===== src/rtl/seq_delay_matcher.sv =====
// seq_delay_matcher: runtime-programmable x ##d1 y[*min:max] ##d2 z matcher; define SEQ_MATCH_STATS_EN for match/fail counters
module seq_delay_matcher #(
    parameter int DLY_W = 3,
    parameter int REP_W = 4
) (
    input  logic             clk,
    input  logic             rst_n,
    input  logic             cfg_load,
    input  logic [DLY_W-1:0] cfg_delay1,
    input  logic [DLY_W-1:0] cfg_delay2,
    input  logic [REP_W-1:0] cfg_min,
    input  logic [REP_W-1:0] cfg_max,
    input  logic             enable,
    input  logic             x,
    input  logic             y,
    input  logic             z,
    output logic             busy,
    output logic             match,
    output logic             fail,
    output logic             cfg_err,
    output logic [1:0]       state
`ifdef SEQ_MATCH_STATS_EN
    ,
    output logic [15:0]      match_cnt,
    output logic [15:0]      fail_cnt
`endif
);
    localparam int PW = (1 << DLY_W) - 1;
    typedef enum logic [1:0] {IDLE = 2'd0, DLY1 = 2'd1, REP = 2'd2, DRAIN = 2'd3} state_e;
    state_e           state_q;
    logic [DLY_W-1:0] cnt_q, d1_q, d2_q;
    logic [REP_W-1:0] rep_q, min_q, max_q, rep_d;
    logic [PW-1:0]    pend_q, pend_d;
    logic             busy_q, match_q, fail_q, cfg_err_q;
    logic             hit, rep_fail, drain_fail, to_drain, win, start, load, cfg_bad;
    // decide this cycle's outcome: z hit on a due slot, repetition shortfall, or exhausted drain window
    always_comb begin
        hit        = (state_q == REP || state_q == DRAIN) && pend_q[0] && z;
        rep_d      = rep_q + REP_W'(1);
        win        = state_q == REP && y && rep_d >= min_q && rep_d <= max_q;
        pend_d     = (pend_q >> 1) | (win ? PW'(1) << (d2_q - DLY_W'(1)) : '0);
        rep_fail   = state_q == REP && !y && rep_q < min_q;
        to_drain   = state_q == REP && (y ? rep_d == max_q : rep_q >= min_q);
        drain_fail = state_q == DRAIN && (pend_q >> 1) == '0;
        start      = state_q == IDLE && enable && x && !cfg_err_q && !match_q && !fail_q && !cfg_load;
        load       = cfg_load && !busy_q;
        cfg_bad    = cfg_delay1 == '0 || cfg_delay2 == '0 || cfg_min == '0 || cfg_max < cfg_min;
    end
    // single attempt sequencer with shadow config and registered status outputs
    always_ff @(posedge clk or negedge rst_n) begin
        if (!rst_n) begin
            state_q   <= IDLE;
            cnt_q     <= '0;
            rep_q     <= '0;
            pend_q    <= '0;
            d1_q      <= DLY_W'(1);
            d2_q      <= DLY_W'(1);
            min_q     <= REP_W'(1);
            max_q     <= REP_W'(1);
            cfg_err_q <= 1'b0;
            busy_q    <= 1'b0;
            match_q   <= 1'b0;
            fail_q    <= 1'b0;
        end else begin
            match_q <= hit;
            fail_q  <= !hit && (rep_fail || drain_fail);
            if (load) begin
                d1_q      <= cfg_delay1;
                d2_q      <= cfg_delay2;
                min_q     <= cfg_min;
                max_q     <= cfg_max;
                cfg_err_q <= cfg_bad;
            end
            case (state_q)
                IDLE: if (start) begin
                    state_q <= d1_q == DLY_W'(1) ? REP : DLY1;
                    cnt_q   <= d1_q - DLY_W'(1);
                    rep_q   <= '0;
                    pend_q  <= '0;
                    busy_q  <= 1'b1;
                end
                DLY1: begin
                    cnt_q <= cnt_q - DLY_W'(1);
                    if (cnt_q == DLY_W'(1)) state_q <= REP;
                end
                default: if (hit || rep_fail || drain_fail) begin
                    state_q <= IDLE;
                    busy_q  <= 1'b0;
                    pend_q  <= '0;
                end else begin
                    pend_q <= pend_d;
                    if (state_q == REP && y) rep_q <= rep_d;
                    if (to_drain) state_q <= DRAIN;
                end
            endcase
        end
    end
`ifdef SEQ_MATCH_STATS_EN
    logic [15:0] match_cnt_q, fail_cnt_q;
    // saturating outcome counters, stepped while the corresponding pulse is high
    always_ff @(posedge clk or negedge rst_n) begin
        if (!rst_n) begin
            match_cnt_q <= '0;
            fail_cnt_q  <= '0;
        end else begin
            if (match_q && match_cnt_q != 16'hFFFF) match_cnt_q <= match_cnt_q + 16'd1;
            if (fail_q && fail_cnt_q != 16'hFFFF) fail_cnt_q <= fail_cnt_q + 16'd1;
        end
    end
    assign match_cnt = match_cnt_q;
    assign fail_cnt  = fail_cnt_q;
`endif
    assign busy    = busy_q;
    assign match   = match_q;
    assign fail    = fail_q;
    assign cfg_err = cfg_err_q;
    assign state   = state_q;
endmodule

===== config.mk =====
export PLATFORM = sky130hd
export DESIGN_NAME = seq_delay_matcher
export DESIGN_NICKNAME = d
export VERILOG_FILES = /design/src/rtl/seq_delay_matcher.sv
export SDC_FILE = /design/constraint.sdc
export NUM_CORES = 1
export LEC_CHECK = 0
export CORE_MARGIN = 10
export CORE_UTILIZATION = 59
export DETAILED_ROUTE_END_ITERATION = 16
export HOLD_SLACK_MARGIN = 0.02
export PLACE_DENSITY = 0.91
export SLEW_MARGIN = 20
export SYNTH_ARGS = -nofsm -noshare
export SYNTH_HDL_FRONTEND = slang
export SYNTH_SLANG_ARGS = --single-unit

===== constraint.sdc =====
create_clock -name clk -period 4.35 [get_ports clk]
set_input_delay 0.435 -clock clk [delete_from_list [all_inputs] [get_ports clk]]
set_output_delay 0.435 -clock clk [all_outputs]
set_load 0.005 [all_outputs]

==> Yosys cells after proc, flatten, opt, wreduce, memory -nomap -nowiden <==
Index checks and enable logic that the tools add are counted.
Widths: inputs -> output; s select.
{ "op_classes": {"order_cmp": 5, "eq_ne": 9, "reduce_logical": 45, "n_mux": 20, "shifts": 1, "bitwise_logic": 2, "n_addsub": 4} }
{ "op_table": {"columns": ["operator", "n"], "rows": [
  ["$mux 7", 3],
  ["$logic_and 1x1->1", 17],
  ["$pmux 7 s2", 1],
  ["$mux 4", 3],
  ["$mux 2", 5],
  ["$sub 3x1->3 const B", 3],
  ["$ge 4x4->1", 2],
  ["$lt 4x4->1", 2],
  ["$pmux 4 s2", 1],
  ["$logic_not 1->1", 7],
  ["$logic_not 7->1", 1],
  ["$logic_or 1x1->1", 7],
  ["$or 6x7->7", 1],
  ["$shl 1x3->7 const A", 1],
  ["$eq 3x1->1 const B", 2],
  ["$logic_not 3->1", 2],
  ["$ne 2x2->1 const B", 3],
  ["$pmux 3 s2", 1],
  ["$reduce_and 3->1", 2],
  ["$reduce_bool 2->1", 3],
  ["$add 4x1->4 const B", 1],
  ["$eq 2x2->1 const B", 2],
  ["$eq 4x4->1", 1],
  ["$le 4x4->1", 1],
  ["11 further kinds", 14]
]} }
{ "word_totals": {"out_inout_bits": 6, "reg_bits": 34, "inputBits": 21} }

==> Longest topological paths before layout <==
{ "logic_depth": {"word_depth": 9, "depth_mapped": 7, "ltp_nobuf": 7} }

==> Worst setup path before layout <==
OpenSTA, ideal clock, no wires.
{ "synth_timing": {"kind": "register to register", "start": "reg rep_q[0]", "end": "reg pend_q[6]", "stages_incl_launch_ff": 7, "path_slack_ps": 2110, "synth_period_minus_slack_ps": 2240, "setup_time_ps": 96, "n_path_buf": 0, "arrival_ps": 2144, "required_time_ps": 4254, "cell_sequence": "dfrtp_1 ha_1 ha_1 a21bo_2 a221oi_1 nand4_1 o31ai_1"} }
{ "synth_via": {"elab_chain_cells": 8, "elab_cells_between_ends": 13, "classes_between": "add/sub: 1; order compare: 3; mux: 3; bitwise: 1; reduce/logical: 5"} }
{ "synth_rtl": {"columns": ["item", "line_no", "text"], "rows": [
  ["from (decl)", "32", "logic [REP_W-1:0] rep_q, min_q, max_q, rep_d;"],
  ["from (signal assigned)", "92", "if (state_q == REP && y) rep_q <= rep_d;"],
  ["$add 4x1->4", "39", "rep_d = rep_q + REP_W'(1);"],
  ["$ge 4x4->1", "40", "win = state_q == REP && y && rep_d >= min_q && rep_d <= max_q;"],
  ["$logic_and 1x1->1 (2 in a row)", "40", null],
  ["$mux 7", "41", "pend_d = (pend_q >> 1) | (win ? PW'(1) << (d2_q - DLY_W'(1)) : '0);"],
  ["$or 6x7->7", "41", null],
  ["$mux 7 *", "86", "default: if (hit || rep_fail || drain_fail) begin"],
  ["$pmux 7 s2 *", "74", "case (state_q)"],
  ["to (signal assigned)", "91", "pend_q <= pend_d;"],
  ["to (decl)", "33", "logic [PW-1:0] pend_q, pend_d;"]
]} }
Every way passes the cells marked *; elsewhere a longest branch is shown, timed or not.
A chain may end at the register's enable or synchronous reset.

==> Worst setup path in the final report <==
Ends and elaborated chain as after synthesis.

==> flow_metrics.py <==
metrics = {
    "worst_setup_path": {
        "criticalPathCategory": "reg -> reg",
        "crit_arrival_ps": 2770,
        "critPathRequiredTime_ps": 4610,
        "end_kind": "flip-flop",
        "crit_path_max_fanout": 7,
        "r2r_cells": 6,
        "crit_start": "rep_q[0]",
        "crit_end": "pend_q[6]",
        "startpoint_type": "flip-flop",
        "reg2reg_from": "rep_q[0]",
        "r2r_slack_ps": 1840,
        "reg2reg_to": "pend_q[6]",
    },
    "global_route": {
        "use_met2": 0.2484,
        "track_usage": 0.1495,
        "grt_max_degree": 35,
        "grt.met3_usage": 0.03716,
        "grt_pass1_wl_mm": 7.417,
        "grt.overflow.total": 0,
        "antenna_found_initial": 0,
        "grt_pass1_vias": 1624,
        "use_met1": 0.1781,
        "top_usage_layer": "met2",
    },
    "drt": {
        "firstDrtPassIters": 4,
        "vias": 1584,
        "wirelength_mm": 4.294,
        "drtAntennaViolNets": 0,
        "drc_errors": 0,
        "post_drt_wl_per_cell_um": 15.67,
        "via_per_inst": 5.781,
        "first_iter_violations": 105,
    },
    "die": {
        "dieArea_sq_um": 6197,
        "fp.coreArea_sq_um": 3337,
        "io_pins": 27,
        "die_h_um": 78.72,
        "initial_core_util": 0.6097,
        "rows": 21,
        "fp.dieW_um": 78.72,
    },
    "run_status": {
        "status": "finished clean",
    },
    "clocking": {
        "clkTransAtPathRegs_ps": 110,
        "ctsHoldBuffers": 0,
        "clock_path_buffers": 2,
        "cts_max_level": 2,
        "cts_tree": "built",
        "cts_sinks": 34,
        "cts_resized": 0,
        "cts-root-buf": "clkbuf_4",
        "cts_setup_buffers": 0,
        "insertion_delay_ps": 350,
        "cts_made_buffers": 5,
    },
    "cells_and_area": {
        "syn2layout_area_growth_pct": 18.14,
        "drive_gt1_frac": 0.1184,
        "antenna_cells": 0,
        "nets": 269,
    },
    "sta": {
        "maxSlewViolCount": 0,
        "rsz0062_at_grt": "false",
        "report.final.setup_viol": 0,
        "fin_setup_tns_ps": 0,
        "max_freq_ghz": 0.3976,
        "tightest_slew_ps": 801.2,
        "relSlewSlack": 0.4658,
        "hold_violations": 0,
        "layout_setup_ws_ps": 1835,
        "clock_skew_ps": 13.07,
        "fin_crit_sh": 0.5781,
        "period_minus_slack_ps": 2515,
    },
    "pwr": {
        "powerDensity_nw_per_um2": 542.1,
        "peakVddDrop_v": 0.0003021,
        "p_total_mw": 1.303,
        "p_leak_nw": 1.113,
    },
    "synthesis": {
        "synth_area_leaders": "dfrtp_1 37%, ha_1 13%, mux2_2 6.1%",
        "synth_commonest_cells": "30 x dfrtp_1, 21 x ha_1, 19 x inv_1, 17 x nand2_1, 15 x o21ai_0",
        "syn_area_sq_um": 2034,
        "synth.most_common_cell": "dfrtp_1",
        "synth_top_area_share": 0.3690,
        "synth_seq_cells": 34,
        "syn_nets": 242,
        "synth-main-ff-cell": "dfrtp_1",
        "ys_seq_area_frac": 0.4207,
        "synth.avg_cell_area_sq_um": 10.17,
        "ys_types": 44,
        "syn_inst": 200,
        "yosys_warnings": 0,
        "yosysTopAreaCell": "dfrtp_1",
        "synth_edf_count": 0,
        "ys_async_sr_fraction": 1.000,
    },
    "place": {
        "pre_cts_ws_ps": 1864,
        "port_buffers": 26,
        "gp_congestion": 0.8589,
        "dp_hpwl_mm": 3.416,
    },
    "job": {
        "drv_cap": 0,
    },
    "worst_hold_path": {
        "hold_path.class": "in -> async",
    },
}
[metrics by stage]
step / util / cells / area, sq um / hold slack (ps)
after floorplan: - / 200 / 2034 / 139.4
after global placement: 0.6967 / 266 / 2325 / 461.2
after detailed placement: 0.6967 / 266 / 2325 / 487.6
after CTS: 0.7203 / 274 / 2404 / 487.5
after global routing: 0.7203 / 274 / 2404 / 492.1
final: 0.7203 / 274 / 2404 / 479.3
[worst min-delay path by stage]
stage | slack (ps) | start | to | depth (start not counted)
6_report | 480 | rst_n | rep_q[3] | 2
5_1_grt | 490 | rst_n | cnt_q[2] | 2
4_1_cts | 490 | rst_n | cnt_q[2] | 2
3_5_place_dp | 490 | min_q[3] | min_q[3] | 2
3_3_place_gp | 460 | min_q[3] | min_q[3] | 2
2_1_floorplan | 140 | rst_n | busy | 0
[where the power goes]
group | switching, mW | internal (mW) | total (mW)
Combinational | 0.284 | 0.283 | 0.567
Clock | 0.106 | 0.110 | 0.217
Sequential | 0.102 | 0.418 | 0.520
Total | 0.492 | 0.811 | 1.30
[cell families after synthesis]
kind of cell,synth area share
simple gates,0.1611
compound gates,0.1458
flops,0.4207
buf+inv,0.05227
fa+ha+maj,0.1292
mux,0.07810
xor+xnor,0.01292
[registers in the layout, indices dropped and copies added (netlist names)]
signal	count
pend_q	7
max_q	4
min_q	4
rep_q	4
cnt_q	3
d1_q	3
d2_q	3
state	2
busy	1
cfg_err	1
fail	1
match	1
[final cells by class]
cell class	count	area, sq um
Multi-Input combinational cell	140	1072
Clock buffer	8	78.83
Timing Repair Buffer	27	267.8
Fill cell	251	933.4
Sequential cell	34	855.8
Tap cell	46	57.56
Inverter	19	71.32
[critical path: stages (launching register included)]
cell and delay [ps]:
dfrtp_1 470, ha_1 370, ha_1 280, a21bo_2 210, a221oi_1 650, nand4_1 190
o31ai_1 250
[placed cells by master, fill, tap and decap left out, drive strengths merged, types with 3 or more instances in the layout]
cell type       n
nand2          17
nor4            3
ha             21
nand2b          5
dfstp           4
clkdlybuf4s50  26
inv            19
nor3b           5
a21o            4
a21oi           3
a211oi          3
a41oi           7
mux2           12
nor2            4
dfrtp          30
nand3           5
clkbuf          8
nor3            6
nand4           3
o21ai          15
[routing by layer]
metal  up-vias  routed length, um
met5         -                  0
met4         0                 87
met3         7                174
met2        35               2093
met1       761               1939
li1        781                  -
(Power assumes the default switching activity.)
